===== config.mk =====
export PLATFORM = sky130hd
export DESIGN_NAME = stepper_nphase_ctrl_flat
export DESIGN_NICKNAME = d
export VERILOG_FILES = /design/src/rtl/stepper_nphase_ctrl_if.sv /design/src/rtl/stepper_nphase_ctrl.sv /design/src/flat_wrapper.sv
export SDC_FILE = /design/constraint.sdc
export NUM_CORES = 1
export LEC_CHECK = 0
export BUFFER_PORTS_ARGS = -buffer_cell sky130_fd_sc_hd__buf_2
export CAP_MARGIN = 20
export CORE_MARGIN = 1.5
export CORE_UTILIZATION = 60
export DETAILED_ROUTE_END_ITERATION = 7
export GPL_TIMING_DRIVEN = 0
export PLACE_DENSITY = 0.78
export SETUP_SLACK_MARGIN = 0.4
export SYNTH_ARGS = -nofsm -noshare
export SYNTH_HDL_FRONTEND = slang
export SYNTH_SLANG_ARGS = --single-unit

===== constraint.sdc =====
create_clock -name osc -period 3.3 [get_ports osc]
set_input_delay 0.165 -clock osc [delete_from_list [all_inputs] [get_ports osc]]
set_output_delay 0.165 -clock osc [all_outputs]
set_load 0.005 [all_outputs]

===== src/rtl/stepper_nphase_ctrl_if.sv =====
// Command, comparator and drive signals of the N-phase stepper controller.
// The master side drives the motion pins; the slave side is the controller.
interface stepper_nphase_ctrl_if #(
    parameter int unsigned PHASES = 5,
    parameter int unsigned POS_W  = 16
);
    logic                  ena;
    logic                  pul;
    logic                  dir;
    logic                  mod;
    logic [PHASES-1:0]     cmps;
    logic [2*PHASES-1:0]   outs;
    logic                  hfc;
    logic [POS_W-1:0]      pos;
    logic                  fault;

    modport master (
        output ena, pul, dir, mod, cmps,
        input  outs, hfc, pos, fault
    );

    modport slave (
        input  ena, pul, dir, mod, cmps,
        output outs, hfc, pos, fault
    );
endinterface


===== src/rtl/stepper_nphase_ctrl.sv =====
// N-phase stepper controller: step ring, per-coil chopping latch, hold timer, position.
// Define STEP_RATE_FAULT_EN to drop steps closer than MIN_GAP cycles and flag fault.
module stepper_nphase_ctrl #(
    parameter int unsigned PHASES       = 5,
    parameter int unsigned PWM_BITS     = 8,
    parameter int unsigned HOLD_PERIODS = 16384,
    parameter int unsigned POS_W        = 16,
    parameter int unsigned MIN_GAP      = 64
) (
    input  logic                  osc,
    input  logic                  rst,
    stepper_nphase_ctrl_if.slave  bus
);
    localparam int unsigned L      = 4 * PHASES;
    localparam int unsigned IDLE_W = $clog2(HOLD_PERIODS + 1);
    localparam logic [IDLE_W-1:0] IDLE_MAX = IDLE_W'(HOLD_PERIODS);
    localparam logic [L-1:0] RING_RST = {{(2*PHASES-1){1'b1}}, {(2*PHASES+1){1'b0}}};

    logic [L-1:0]          ring_q, ring_d;
    logic                  half_odd_q, half_odd_d;
    logic [2*PHASES-1:0]   outs_q, outs_d;
    logic                  hfc_q, hfc_d;
    logic [POS_W-1:0]      pos_q, pos_d;
    logic                  fault_q, fault_d;
    logic [PWM_BITS-1:0]   pwm_q, pwm_d;
    logic [IDLE_W-1:0]     idle_q, idle_d;
    logic [2:0]            pul_sync_q, pul_sync_d;
    logic [PHASES-1:0]     cmps_s1_q, cmps_s2_q;

    logic                  step_ev, step_ok, gap_ok, period_start, shift2;
    logic [POS_W-1:0]      delta;
    logic [2*PHASES-1:0]   taps;

`ifdef STEP_RATE_FAULT_EN
    localparam int unsigned GAP_W = $clog2(MIN_GAP + 1);
    localparam logic [GAP_W-1:0] GAP_MAX = GAP_W'(MIN_GAP);
    logic [GAP_W-1:0] gap_q, gap_d;
`else
    logic unused_min_gap;
    assign unused_min_gap = |MIN_GAP;
`endif

    always_comb begin
        // pul_sync_q[1] is the synchronized level, [2] its previous value
        step_ev      = pul_sync_q[1] & ~pul_sync_q[2];
        period_start = bus.ena && (pwm_q == '0);
        pul_sync_d   = {pul_sync_q[1:0], bus.pul};

`ifdef STEP_RATE_FAULT_EN
        gap_ok  = (gap_q >= GAP_MAX);
        step_ok = step_ev & bus.ena & gap_ok;
        gap_d   = gap_q;
        if (step_ok) begin
            gap_d = GAP_W'(1);
        end else if (gap_q < GAP_MAX) begin
            gap_d = gap_q + GAP_W'(1);
        end
        fault_d = fault_q;
        if (!bus.ena) begin
            fault_d = 1'b0;
        end else if (step_ev && !gap_ok) begin
            fault_d = 1'b1;
        end
`else
        gap_ok  = 1'b1;
        step_ok = step_ev & bus.ena & gap_ok;
        fault_d = 1'b0;
`endif

        // Full step from an odd half position only realigns by one bit
        shift2     = bus.mod & ~half_odd_q;
        delta      = shift2 ? POS_W'(2) : POS_W'(1);
        ring_d     = ring_q;
        pos_d      = pos_q;
        half_odd_d = half_odd_q;
        if (step_ok) begin
            if (!bus.dir) begin
                ring_d = shift2 ? {ring_q[L-3:0], ring_q[L-1:L-2]} : {ring_q[L-2:0], ring_q[L-1]};
                pos_d  = pos_q + delta;
            end else begin
                ring_d = shift2 ? {ring_q[1:0], ring_q[L-1:2]} : {ring_q[0], ring_q[L-1:1]};
                pos_d  = pos_q - delta;
            end
            half_odd_d = bus.mod ? 1'b0 : ~half_odd_q;
        end

        for (int k = 0; k < int'(PHASES); k++) begin
            taps[2*k]   = ring_q[(4*k) % L];
            taps[2*k+1] = ring_q[(4*k + 2*PHASES) % L];
        end

        outs_d = outs_q;
        if (!bus.ena) begin
            outs_d = '0;
        end else begin
            for (int k = 0; k < int'(PHASES); k++) begin
                if (period_start) begin
                    outs_d[2*k +: 2] = cmps_s2_q[k] ? taps[2*k +: 2] : 2'b00;
                end else if (!cmps_s2_q[k]) begin
                    outs_d[2*k +: 2] = 2'b00;
                end
            end
        end

        pwm_d  = bus.ena ? pwm_q + PWM_BITS'(1) : '0;
        idle_d = idle_q;
        hfc_d  = hfc_q;
        if (!bus.ena || step_ok) begin
            idle_d = '0;
            hfc_d  = 1'b1;
        end else if (period_start) begin
            if (idle_q < IDLE_MAX) begin
                idle_d = idle_q + IDLE_W'(1);
            end
            if (idle_d >= IDLE_MAX) begin
                hfc_d = 1'b0;
            end
        end
    end

    always_ff @(posedge osc) begin
        if (rst) begin
            ring_q     <= RING_RST;
            half_odd_q <= 1'b0;
            outs_q     <= '0;
            hfc_q      <= 1'b1;
            pos_q      <= '0;
            fault_q    <= 1'b0;
            pwm_q      <= '0;
            idle_q     <= '0;
            pul_sync_q <= '0;
            cmps_s1_q  <= '0;
            cmps_s2_q  <= '0;
`ifdef STEP_RATE_FAULT_EN
            gap_q      <= GAP_MAX;
`endif
        end else begin
            ring_q     <= ring_d;
            half_odd_q <= half_odd_d;
            outs_q     <= outs_d;
            hfc_q      <= hfc_d;
            pos_q      <= pos_d;
            fault_q    <= fault_d;
            pwm_q      <= pwm_d;
            idle_q     <= idle_d;
            pul_sync_q <= pul_sync_d;
            cmps_s1_q  <= bus.cmps;
            cmps_s2_q  <= cmps_s1_q;
`ifdef STEP_RATE_FAULT_EN
            gap_q      <= gap_d;
`endif
        end
    end

    assign bus.outs  = outs_q;
    assign bus.hfc   = hfc_q;
    assign bus.pos   = pos_q;
    assign bus.fault = fault_q;
endmodule


===== src/flat_wrapper.sv =====
// flat-port wrapper written by rule: the top's interface ports become plain ports
module stepper_nphase_ctrl_flat 
#(
    parameter int unsigned PHASES       = 5,
    parameter int unsigned PWM_BITS     = 8,
    parameter int unsigned HOLD_PERIODS = 16384,
    parameter int unsigned POS_W        = 16,
    parameter int unsigned MIN_GAP      = 64
)
  (osc, rst, bus_ena, bus_pul, bus_dir, bus_mod, bus_cmps, bus_outs, bus_hfc, bus_pos, bus_fault);
  stepper_nphase_ctrl_if #(.PHASES(PHASES), .POS_W(POS_W)) bus_i ();
  input  logic osc;
  input  logic rst;
  input wire logic [$bits(bus_i.ena)-1:0] bus_ena;
  input wire logic [$bits(bus_i.pul)-1:0] bus_pul;
  input wire logic [$bits(bus_i.dir)-1:0] bus_dir;
  input wire logic [$bits(bus_i.mod)-1:0] bus_mod;
  input wire logic [$bits(bus_i.cmps)-1:0] bus_cmps;
  output wire logic [$bits(bus_i.outs)-1:0] bus_outs;
  output wire logic [$bits(bus_i.hfc)-1:0] bus_hfc;
  output wire logic [$bits(bus_i.pos)-1:0] bus_pos;
  output wire logic [$bits(bus_i.fault)-1:0] bus_fault;
  assign bus_i.ena = bus_ena;
  assign bus_i.pul = bus_pul;
  assign bus_i.dir = bus_dir;
  assign bus_i.mod = bus_mod;
  assign bus_i.cmps = bus_cmps;
  assign bus_outs = bus_i.outs;
  assign bus_hfc = bus_i.hfc;
  assign bus_pos = bus_i.pos;
  assign bus_fault = bus_i.fault;
  stepper_nphase_ctrl #(.PHASES(PHASES), .PWM_BITS(PWM_BITS), .HOLD_PERIODS(HOLD_PERIODS), .POS_W(POS_W), .MIN_GAP(MIN_GAP)) u_core (.osc(osc), .rst(rst), .bus(bus_i));
endmodule

==> qor.csv <==
stage,metric,value,unit
yosys,fraction of registers with async set/reset,0,%
global_routing,initial antenna violation count,0,
clocking,Clock Sinks,84,
route,routed wire length,9610,um
status,outcome,"complete, no violations",
route,number of DRC markers in iteration 0,165,
floorplan,CORE AREA,0.00691,mm^2
power_and_ir_drop,VDD IR max,0.371,mV
timing,clk_skew,7.94,ps
yosys,synth warn,0,
yosys,Main synth FF type,dfxtp_1,
route,Via density,5.82,
timing,RSZ-0062 raised after global routing,false,
critical_path,Crit Path Category,reg2reg,
yosys,Syn Inst Count,478,
critical_path,CP Data Arrival Time,3040,ps
route,Detailed Routing Iterations Pass 1,5,
cells_and_area,fraction of layout cells with a size suffix above 1,17.9,%
route,Post-DRT Antenna Nets,0,
timing,setup TNS,0,ps
cells_and_area,Post-Layout Cell Count,628,
global_routing,vias in the first global route,3317,
yosys,Synth Net Count,508,
place,# placed instances,610,
critical_path,Worst Setup Start Kind,flip-flop,
timing,period utilization,84.7,%
critical_path,R2R Path Start,u_core.half_odd_q,
clocking,Clock Tree Buf Depth,2,
place,HPWL after DPL,6890,um
timing,Worst-Margin Slew,557,ps
timing,final hold violation count,0,
clocking,H-tree depth,3,
timing,hold slack final,19.9,ps
clocking,CTS Buf Count,9,
critical_path,R2R cell count,12,
cells_and_area,Area Growth Syn to Fin,13.5,%
hold_path,Hold WC Path Type,in2reg,
critical_path,crit-path max FO,10,
cells_and_area,Inserted Diodes,0,
route,routed vias,3658,
floorplan,Ports,39,
yosys,distinct cell type count after synthesis,55,
timing,"Slew Viols, Final",0,
power_and_ir_drop,Leakage,2.03,nW
yosys,Yosys top cell by area,dfxtp_1,
yosys,"top cells by area, synth","dfxtp_1, mux4_2, nor2_1, ha_1, nand2_1",
critical_path,Worst Path Required,3550,ps
hold_path,hold path endpoint,u_core.pul_sync_q[0],
cells_and_area,Finished Core Util,71.9,%
global_routing,wire length of the first global-routing pass,15500,um
timing,endpoints failing setup,0,
place,dpl ws,241,ps
critical_path,crit path from,u_core.half_odd_q,
power_and_ir_drop,Cell Pwr Density,429,mW/mm^2
cells_and_area,fin nets,557,
floorplan,die area,0.00781,mm^2
yosys,Post-Syn Area,0.00438,mm^2
critical_path,CP endpoint kind,flip-flop,
route,WL/cell,15.3,um
floorplan,Die Y,88.4,um
critical_path,reg2reg end,u_core.bus.pos[12],
critical_path,reg2reg setup slack,510,ps
job,Max-Cap Viols,0,
floorplan,DIE WIDTH,88.4,um
clocking,CTS tree,done,
global_routing,largest net degree at the start of global routing,19,
clocking,"Clk pin slew, worst setup/hold paths",80,ps
timing,FMAX,358,MHz
timing,setup slack after layout,505,ps
yosys,post-synthesis register bit count,84,
hold_path,Hold Path Origin,bus_pul,
yosys,post-synth top area share,38.4,%
timing,min Tclk post-route,2790,ps
global_routing,remaining global-route overflow,0,
floorplan,Row Count,30,
hold_path,worst hold path depth,2,
yosys,Synth Area per Inst,9.15,um^2
floorplan,Initial Util,63.4,%
yosys,sequential fraction of the synthesis area,38.4,%
clocking,root buf cell,clkbuf_8,
clocking,Worst-Skew Late Latency,360,ps
place,gp weighted congestion,0.913,
route,DR DRC count,0,
yosys,"EDFF count, synth",0,
global_routing,total global routing track utilization,25.8,%
timing,Slew HR,62.6,%
place,Port Buffers,36,
[power by group]
part	internal (mW)	switching, mW	total (mW)
clock network	0.469	0.377	0.846
registers	1.04	0.0206	1.06
logic	0.104	0.126	0.229
total	1.61	0.523	2.13
[metal layers]
layer | track usage (%) | vias up | routed length, um
li1 | - | 1785 | -
met1 | 33.3 | 1753 | 4340
met3 | 6.06 | 11 | 526
met2 | 43.7 | 109 | 4630
met4 | 7.10 | 0 | 114
met5 | 0 | - | 0
[cells in the final DEF (no fill, tap or decap), types with 14 or more instances in the layout]
master	count
dfxtp_1	84
nor2b_1	18
buf_2	36
nor3_1	22
clkbuf_1	17
nand3_1	23
a21oi_1	18
inv_1	14
nand2_1	42
nor2_1	65
mux4_2	20
ha_1	18
[how the worst max path moves through the flow]
stage | to | slack [ps]
4_1_cts | u_core.bus.pos[12] | 420
3_3_place_gp | u_core.bus.pos[15] | 280
3_5_place_dp | u_core.bus.pos[15] | 240
6_report | u_core.bus.pos[12] | 510
5_1_grt | u_core.bus.pos[12] | 380
2_1_floorplan | u_core.bus.pos[9] | 550
[synthesized netlist by cell type (5+ instances only)]
cell type and number:
dfxtp_1 84, nor2_1 65, nand2_1 43, nand3_1 23, nor3_1 22, mux4_2 20
nor2b_1 19, a21oi_1 18, ha_1 18, clkbuf_1 17, inv_1 14, mux2i_1 12
o21ai_0 12, xor2_1 11, xnor2_1 10, o21a_1 7, a21o_1 6, and3_1 6
a211oi_1 5, buf_1 5
[per-stage QoR]
step / area, um^2 / power (mW)
final: 4970 / 2.13
after global routing: 4970 / 2.22
after CTS: 4920 / 2.15
after detailed placement: 4680 / 1.30
after global placement: 4680 / 1.29
after floorplan: 4380 / 1.24
[kinds of logic (layout without fill, tap and decap cells)]
kind of cell,count (synthesis),count (layout),synth area share [%]
flip-flops,84,84,38.4
buffers and inverters,41,95,3.80
XOR/XNOR,21,21,4.20
adder cells (fa/ha/maj),19,19,5.60
AO/OA/AOI/OAI,73,73,11.4
multiplexers,33,33,13.3
AND/OR/NAND/NOR,206,206,23.2
other,1,1,0.0857
[repair_timing]
item / 4_1_cts / 5_1_grt
hold buffers: 0 / 0
pin swaps: 0 / 2
buffers inserted: 0 / 2
gates resized for setup: 4 / 8
setup endpoints to repair: 6 / 6
endpoints found under the hold margin: 0 / 0
[area by class of cell]
cell class	instances	area, um^2
Multi-Input combinational cell	353	2540
Fill cell	565	1940
Sequential cell	84	1680
Timing Repair Buffer	38	195
Clock buffer	11	151
Buffer	26	125
Tap cell	96	120
Clock inverter	5	83.8
Inverter	15	63.8
[worst max-delay path, cell delays in order (launching register included)]
cell and delay, ps:
dfxtp_1 330, nor2b_1 100, buf_4 160, inv_8 70
buf_12 150, ha_1 200, fa_1 400, nor2b_2 170
o31a_1 280, o31ai_4 100, and2_1 220, o2111a_1 260
a221o_1 250
Note: power is estimated with default switching activity, not from simulation.
